$ cat src/rtl/sdram_bist.sv
// SDRAM self-test sequencer: walks an address range in four passes (write P, check P,
// write ~P, check ~P) through the SdramCtrl request port and reports the outcome.
module sdram_bist #(
  parameter int unsigned ADDR_W  = 24,
  parameter int unsigned DATA_W  = 16,
  parameter int unsigned TIMEOUT = 1023
) (
  input  logic              clk,
  input  logic              reset,
  input  logic              start,
  input  logic [ADDR_W-1:0] addr_lo,
  input  logic [ADDR_W-1:0] addr_hi,
  input  logic [DATA_W-1:0] seed,
  output logic              busy,
  output logic              done,
  output logic              pass,
  output logic              timeout,
  output logic              range_err,
  output logic [15:0]       err_count,
  output logic [ADDR_W-1:0] first_err_addr,
  output logic [DATA_W-1:0] first_err_data,
  output logic              sdram_req,
  output logic [ADDR_W-1:0] sdram_addr,
  output logic              sdram_rh_wl,
  output logic [DATA_W-1:0] sdram_data_w,
  input  logic              sdram_ack,
  input  logic [DATA_W-1:0] sdram_data_r,
  input  logic              sdram_data_r_en
);

  localparam int unsigned WdW = (TIMEOUT < 2) ? 1 : $clog2(TIMEOUT + 1);

  localparam logic [2:0] StIdle   = 3'd0;
  localparam logic [2:0] StReq    = 3'd1;
  localparam logic [2:0] StRdWait = 3'd2;
  localparam logic [2:0] StGap    = 3'd3;
  localparam logic [2:0] StDone   = 3'd4;

  localparam logic [1:0] PhW0 = 2'd0;
  localparam logic [1:0] PhR1 = 2'd3;

  logic [2:0]        state_q, state_d;
  logic [1:0]        phase_q, phase_d;
  logic [ADDR_W-1:0] cur_q, cur_d, lo_q, lo_d, hi_q, hi_d;
  logic [DATA_W-1:0] seed_q, seed_d;
  logic [WdW-1:0]    wdog_q, wdog_d, wdog_inc;
  logic [15:0]       err_q, err_d;
  logic [ADDR_W-1:0] fea_q, fea_d;
  logic [DATA_W-1:0] fed_q, fed_d;
  logic              tmo_q, tmo_d, rerr_q, rerr_d;
  logic              check;
  logic              is_read;
  logic [23:0]       cur24;
  logic [15:0]       addr_fold;
  logic [DATA_W-1:0] pat, expected;

  // Upper address byte is folded into both halves so every address bit affects the pattern.
  assign cur24     = 24'(cur_q);
  assign addr_fold = cur24[15:0] ^ {cur24[23:16], cur24[23:16]};
  assign pat       = seed_q ^ DATA_W'(addr_fold);
  assign expected  = phase_q[1] ? ~pat : pat;
  assign is_read   = phase_q[0];
  assign wdog_inc  = wdog_q + WdW'(1);

  always_comb begin
    state_d = state_q;
    phase_d = phase_q;
    cur_d   = cur_q;
    lo_d    = lo_q;
    hi_d    = hi_q;
    seed_d  = seed_q;
    wdog_d  = wdog_q;
    err_d   = err_q;
    fea_d   = fea_q;
    fed_d   = fed_q;
    tmo_d   = tmo_q;
    rerr_d  = rerr_q;
    check   = 1'b0;
    case (state_q)
      StIdle, StDone: begin
        if (start) begin
          lo_d   = addr_lo;
          hi_d   = addr_hi;
          seed_d = seed;
          err_d  = '0;
          fea_d  = '0;
          fed_d  = '0;
          tmo_d  = 1'b0;
          rerr_d = 1'b0;
          if (addr_hi < addr_lo) begin
            rerr_d  = 1'b1;
            state_d = StDone;
          end else begin
            phase_d = PhW0;
            cur_d   = addr_lo;
            wdog_d  = '0;
            state_d = StReq;
          end
        end
      end
      StReq: begin
        wdog_d = wdog_inc;
        if (sdram_ack) begin
          if (!is_read) begin
            state_d = StGap;
          end else if (sdram_data_r_en) begin
            check   = 1'b1;
            state_d = StGap;
          end else begin
            state_d = StRdWait;
          end
        end else if (wdog_inc == WdW'(TIMEOUT)) begin
          tmo_d   = 1'b1;
          state_d = StDone;
        end
      end
      StRdWait: begin
        wdog_d = wdog_inc;
        if (sdram_data_r_en) begin
          check   = 1'b1;
          state_d = StGap;
        end else if (wdog_inc == WdW'(TIMEOUT)) begin
          tmo_d   = 1'b1;
          state_d = StDone;
        end
      end
      StGap: begin
        // Equality end test lets addr_hi = all-ones finish without wrapping.
        if (cur_q != hi_q) begin
          cur_d   = cur_q + ADDR_W'(1);
          wdog_d  = '0;
          state_d = StReq;
        end else begin
          cur_d = lo_q;
          if (phase_q == PhR1) begin
            state_d = StDone;
          end else begin
            phase_d = phase_q + 2'd1;
            wdog_d  = '0;
            state_d = StReq;
          end
        end
      end
      default: state_d = StIdle;
    endcase

    if (check && (sdram_data_r != expected)) begin
      if (err_q == 16'h0000) begin
        fea_d = cur_q;
        fed_d = sdram_data_r;
      end
      if (err_q != 16'hFFFF) err_d = err_q + 16'd1;
    end
  end

  always_ff @(posedge clk) begin
    if (reset) begin
      state_q <= StIdle;
      phase_q <= PhW0;
      cur_q   <= '0;
      lo_q    <= '0;
      hi_q    <= '0;
      seed_q  <= '0;
      wdog_q  <= '0;
      err_q   <= '0;
      fea_q   <= '0;
      fed_q   <= '0;
      tmo_q   <= 1'b0;
      rerr_q  <= 1'b0;
    end else begin
      state_q <= state_d;
      phase_q <= phase_d;
      cur_q   <= cur_d;
      lo_q    <= lo_d;
      hi_q    <= hi_d;
      seed_q  <= seed_d;
      wdog_q  <= wdog_d;
      err_q   <= err_d;
      fea_q   <= fea_d;
      fed_q   <= fed_d;
      tmo_q   <= tmo_d;
      rerr_q  <= rerr_d;
    end
  end

  assign busy           = (state_q == StReq) || (state_q == StRdWait) || (state_q == StGap);
  assign done           = (state_q == StDone);
  assign pass           = done && (err_q == 16'h0000) && !tmo_q && !rerr_q;
  assign timeout        = tmo_q;
  assign range_err      = rerr_q;
  assign err_count      = err_q;
  assign first_err_addr = fea_q;
  assign first_err_data = fed_q;
  assign sdram_req      = (state_q == StReq);
  assign sdram_addr     = sdram_req ? cur_q : '0;
  assign sdram_rh_wl    = sdram_req && is_read;
  assign sdram_data_w   = (sdram_req && !is_read) ? expected : '0;

endmodule

$ cat config.mk
export PLATFORM = sky130hd
export DESIGN_NAME = sdram_bist
export DESIGN_NICKNAME = d
export VERILOG_FILES = /design/src/rtl/sdram_bist.sv
export SDC_FILE = /design/constraint.sdc
export NUM_CORES = 1
export LEC_CHECK = 0
export CAP_MARGIN = 20
export CORE_MARGIN = 2
export CORE_UTILIZATION = 25
export CTS_BUF_LIST = sky130_fd_sc_hd__clkbuf_8
export CTS_CLUSTER_DIAMETER = 200
export DETAILED_ROUTE_END_ITERATION = 8
export PLACE_DENSITY = 0.48
export SYNTH_ARGS = -nofsm -noshare
export SYNTH_HDL_FRONTEND = slang
export SYNTH_SLANG_ARGS = --single-unit
$ cat constraint.sdc
create_clock -name clk -period 2.4 [get_ports clk]
set_clock_uncertainty 0.05 [all_clocks]
set_input_delay 0.24 -clock clk [delete_from_list [all_inputs] [get_ports clk]]
set_output_delay 0.24 -clock clk [all_outputs]
set_load 0.05 [all_outputs]
* Yosys cells after proc, flatten, opt, wreduce, memory -nomap -nowiden *
Index checks and enable logic that the tools add are counted.

storage, ports and cells
  input port bits = 85
  output and inout port bits = 103
  logic and storage cells = 108
  register bits after elaboration = 161

cells by class
  multiplexer cells = 49
  $lt $le $gt $ge = 1
  add/sub/neg operators = 4
  equal/unequal tests = 16
  bitwise operators = 3
  reduce and logical (&&, ||, !) cells = 23

operators with widths
  kind                   number
  $mux 24                8
  $mux 16                10
  $pmux 24 s2            1
  $mux 10                4
  $xor 16x16->16         2
  $pmux 10 s3            1
  $add 24x1->24 const B  1
  $lt 24x24->1           1
  $ne 24x24->1           1
  $mux 3                 7
  $add 16x1->16 const B  1
  $logic_not 16->1       1
  $ne 16x16->1           1
  $ne 16x16->1 const B   1
  $not 16->16            1
  $ne 2x2->1 const B     6
  $pmux 3 s4             1
  $add 10x1->10 const B  1
  $eq 10x10->1 const B   1
  $mux 1                 10
  $mux 2                 4
  $reduce_and 4->1       2
  $eq 3x2->1 const B     2
  $logic_and 1x1->1      6
  17 further kinds       22

* Longest topological paths before layout *
Gate-level depths: netlist of run 1.

  word-level depth = 7
  gate-level depth with buffers = 12
  gate-level depth less buffers = 10

* Worst setup path before layout of run 1 *
OpenSTA, ideal clock, no wires.

  kind = register -> output
  start point = reg state_q[0]
  end point = out pass
  required time = 2.110 ns
  path buffers = 0
  setup slack = -0.932 ns
  stages on the path, launching flop included = 4
  arrival time = 3.042 ns
  path through = dfxtp_1 -> or2_2 -> nor2_1 -> nor4b_1

between the ends
  word-level cells in the longest chain between the ends = 4

RTL lines
  item                             line  text
  start: declaration               42    logic [2:0] state_q, state_d;
  start signal: assignment         158   state_q <= StIdle;
  start signal: assignment         171   state_q <= state_d;
  $eq 3x3->1                       187   assign done = (state_q == StDone);
  net done                         15    output logic done,
  $logic_and 1x1->1 (3 in series)  188   assign pass = done && (err_q == 16'h0000) && !tmo_q && !rerr_q;
  end: declaration                 16    output logic pass,

The timed path passes the listed nets, and every way through them passes these cells.

* Worst setup path in the final report of run 1 *
  start point = reg cur_q[21] (netlist: cur24[21])
  end point = reg phase_q[1]

between the ends
  word-level cells in the longest chain between the ends = 3

RTL lines
  item                               line  text
  start: declaration                 44    logic [ADDR_W-1:0] cur_q, cur_d, lo_q, lo_d, hi_q, hi_d;
  start signal: assignment           173   cur_q <= cur_d;
  $ne 24x24->1                       129   if (cur_q != hi_q) begin
  $ne 2x2->1 (no source line)        n/a
  $reduce_and 5->1 (no source line)  n/a
  end signal: assignment             159   phase_q <= PhW0;
  end signal: assignment             172   phase_q <= phase_d;
  end: declaration                   43    logic [1:0] phase_q, phase_d;

Every way passes these cells.
A chain may end at the register's enable or synchronous reset.

==> results of run 1 <==
==> synthesized netlist by cell type (16+ instances only) <==
| cell type | n | area share |
|---|---|---|
| and2_1 | 27 | 0.018 |
| xnor3_1 | 16 | 0.039 |
| nand2_1 | 206 | 0.083 |
| buf_2 | 17 | 0.0091 |
| inv_1 | 34 | 0.014 |
| nor3_1 | 16 | 0.0086 |
| a21o_1 | 21 | 0.017 |
| xnor2_1 | 60 | 0.056 |
| a211oi_1 | 36 | 0.029 |
| nand3_1 | 63 | 0.034 |
| a21oi_1 | 144 | 0.077 |
| xor2_1 | 22 | 0.021 |
| ha_1 | 29 | 0.039 |
| clkbuf_1 | 74 | 0.030 |
| nand4_1 | 20 | 0.013 |
| nor2_1 | 87 | 0.035 |
| dfxtp_1 | 161 | 0.35 |
==> cells by family after synthesis <==
group,count (synthesis),share of synthesized area
flip-flops,161,0.346
adder cells (fa/ha/maj),29,0.0390
AO/OA/AOI/OAI,259,0.167
AND/OR/NAND/NOR,477,0.242
multiplexers,8,0.00861
buffers and inverters,128,0.0573
XOR/XNOR,106,0.140
==> state kept, by name, indices dropped and copies added, names as in the netlist <==
name	flops
phase_q	2
cur24	24
timeout	1
wdog_q	10
lo_q	24
state_q	3
err_count	16
first_err_addr	24
hi_q	24
range_err	1
first_err_data	16
seed_q	16
==> cell type report <==
class,count,area share
multi-input cells,879,0.420
repair buffers,407,0.295
flip-flops and latches,161,0.213
well taps,468,0.0384
clock buffers,18,0.0162
inverters,34,0.00837
clock inverters,13,0.00779
==> metal layers <==
layer  vias to the layer above  global-route usage
li1                       4671                   -
met1                      4480               0.257
met2                       234               0.283
met3                        31              0.0269
met4                         0              0.0434
met5                         -                   0
==> repair_timing <==
action	4_1_cts	5_1_grt
resized for setup	82	152
setup endpoints to repair	132	105
pin swaps	77	75
cloned	5	15
setup buffers	18	19
==> critical path: stages, from the launching register on <==
cell     delay, ns
dfxtp_2       0.35
buf_12        0.13
xnor2_2       0.14
buf_4         0.14
nand4_1       0.15
nor4_4        0.39
buf_4         0.17
nand4_1       0.20
or4b_2        0.66
o21ai_0       0.10
==> path summary, 6_finish.rpt <==
| check | endpoint | start | slack [ns] |
|---|---|---|---|
| worst max-delay path | phase_q[1] | cur24[21] | -0.15 |
| worst min-delay path | hi_q[9] | addr_hi[9] | 0.06 |
| worst max register to register | phase_q[1] | cur24[21] | -0.15 |
| worst min register to register | lo_q[21] | lo_q[21] | 0.41 |
==> power groups by stage <==
stage	Combinational (W)	Clock, W	Sequential, W
6_report	0.00257	0.00194	0.00298
5_1_grt	0.00275	0.00213	0.00300
4_1_cts	0.00241	0.00203	0.00296
3_5_place_dp	0.00222	0	0.00301
3_3_place_gp	0.00221	0	0.00301
2_1_floorplan	0.00121	0	0.00296
==> through the flow <==
step | worst slack [ns] | hold WS [ns] | instances | area [um2] | TNS (ns)
finish | -0.152 | 0.0555 | 1980 | 15200 | -4.74
global route | -0.245 | 0.0371 | 1980 | 15200 | -13.88
floorplan | 0.0177 | 0.293 | 1168 | 9340 | 0
CTS | -0.130 | 0.181 | 1949 | 14300 | -3.40
global placement | -1.14 | 0.389 | 1897 | 13300 | -51.85
detailed placement | -1.24 | 0.397 | 1897 | 13300 | -55.04
==> cells in the final DEF (no fill, tap or decap), types with 9 or more instances in the layout <==
| master | instances |
|---|---|
| a21oi_1 | 115 |
| clkdlybuf4s50_1 | 132 |
| nand4_1 | 20 |
| xnor2_4 | 9 |
| a211oi_1 | 19 |
| clkbuf_8 | 18 |
| buf_6 | 11 |
| ha_1 | 26 |
| nand3_1 | 52 |
| nand2_1 | 193 |
| a21oi_2 | 26 |
| o21ai_0 | 9 |
| xnor2_1 | 41 |
| xnor2_2 | 18 |
| and3_1 | 11 |
| dfxtp_2 | 16 |
| dfxtp_1 | 142 |
| a211oi_2 | 17 |
| xnor3_1 | 16 |
| nand2_2 | 9 |
| and2_1 | 25 |
| dlymetal6s2s_1 | 9 |
| nor2_1 | 76 |
| nor3_1 | 12 |
| buf_4 | 171 |
| nand3_2 | 9 |
| a21o_1 | 21 |
| buf_8 | 9 |
| xor2_1 | 22 |
| inv_1 | 32 |
| clkbuf_16 | 10 |
| buf_12 | 63 |
==> run summary, run 1 <==
Post-synth EDFFs: 0
P_leak: 6.13 nW
# diodes: 0
Power, Total: 0.00749 W
First-pass GRT wire length: 53.3 mm
Final worst slack: -0.152 ns
Clock slew at reported path FFs: 0.10 ns
Pint: 0.00487 W
Final nets: 1614
Initial antenna violation count: 0
Synth unique cells: 55
Top_reg_cell synth: dfxtp_1
Final estimated routing congestion in global placement: 0.807
CP required: 2.73 ns
Sw Ratio: 0.349
Sequential cell area: 3250 um2
Starting Density: 0.254
CTS tree: built
Pin count of the biggest net entering global routing: 108
Share of power burned in registers: 0.397
Hold WC Path Type: primary input to register
Crit-path max FO: 3
Avg Inst Size Synth: 7.97 um2
Ys async rst share: 0
PortBufs: 187
Final cycle utilization of the critical path: 1.06
VDD IR max: 268 uV
Met2 WL: 17.2 mm
RSZ-0062 raised after global routing: true
Post-synthesis sequential area ratio: 0.346
Die height: 197 um
Remaining antenna violation count: 0
DRC violations left: 0
Tot GR Track Use: 0.180
Post-layout minimum cycle time: 2.55 ns
I/O pins: 188
GR Overflow Total: 0
Crit start category: register
Hold Vio Cnt, Final: 0
Post-DP HPWL: 25.1 mm
TritonRoute pass-1 iters: 5
Syn_nets: 1282
# fillers: 3645
Psw: 0.00261 W
Yosys warning total: 0
DR vias/cell: 4.76
Final Slew Violations: 0
Slew HR: 0.559
First DRT Iteration DRCs: 553
Via count: 9416
Routed WL: 37.2 mm
Wl on met1: 17.8 mm
CP Class: register to register
Highest metal used: met4
Failing checks: negative setup slack
Crit. End Element: register
Crit path DAT: 2.88 ns
Site Rows: 70
Metal3 WL: 1.53 mm
Synth Cell Area: 9300 um2
Comb pwr share: 0.343
Die width: 197 um
Status: complete, but fails checks
Max-cap viol count: 0
Layout cell share with drive strength beyond 1: 0.311
Multi-input gate area: 6410 um2
Synthesized instance count: 1168
CTS Buf Count: 17
Hold Path Depth: 3
Final Util: 0.417
Final setup viols: 70
CTS max path bufs: 2
Area Growth Syn to Fin: 63.9%
Total Die Area: 38800 um2
WL/cell: 18.8 um
Clk_lat worst skew: 0.48 ns
Power per cell area: 491 nW/um2
Number of global-route vias before repair: 8758
CTS Hold Bufs: 0
Clock Power Share: 0.259
Core footprint: 36600 um2
Tightest Pin Transition: 0.662 ns
Clk sink count: 161
Clock root buffer master: clkbuf_8
R2r worst-path depth: 9
CTS H-tree lvls: 4
Register bit total from synthesis: 161
F_max: 392 MHz
Power figures use the tool's default switching activity.
==> run 2, diff against run 1 <==
- CAP_MARGIN: 20 -> unset
==> results of run 2 <==
Final layout, timing and power as in run 1 (identical DEF).
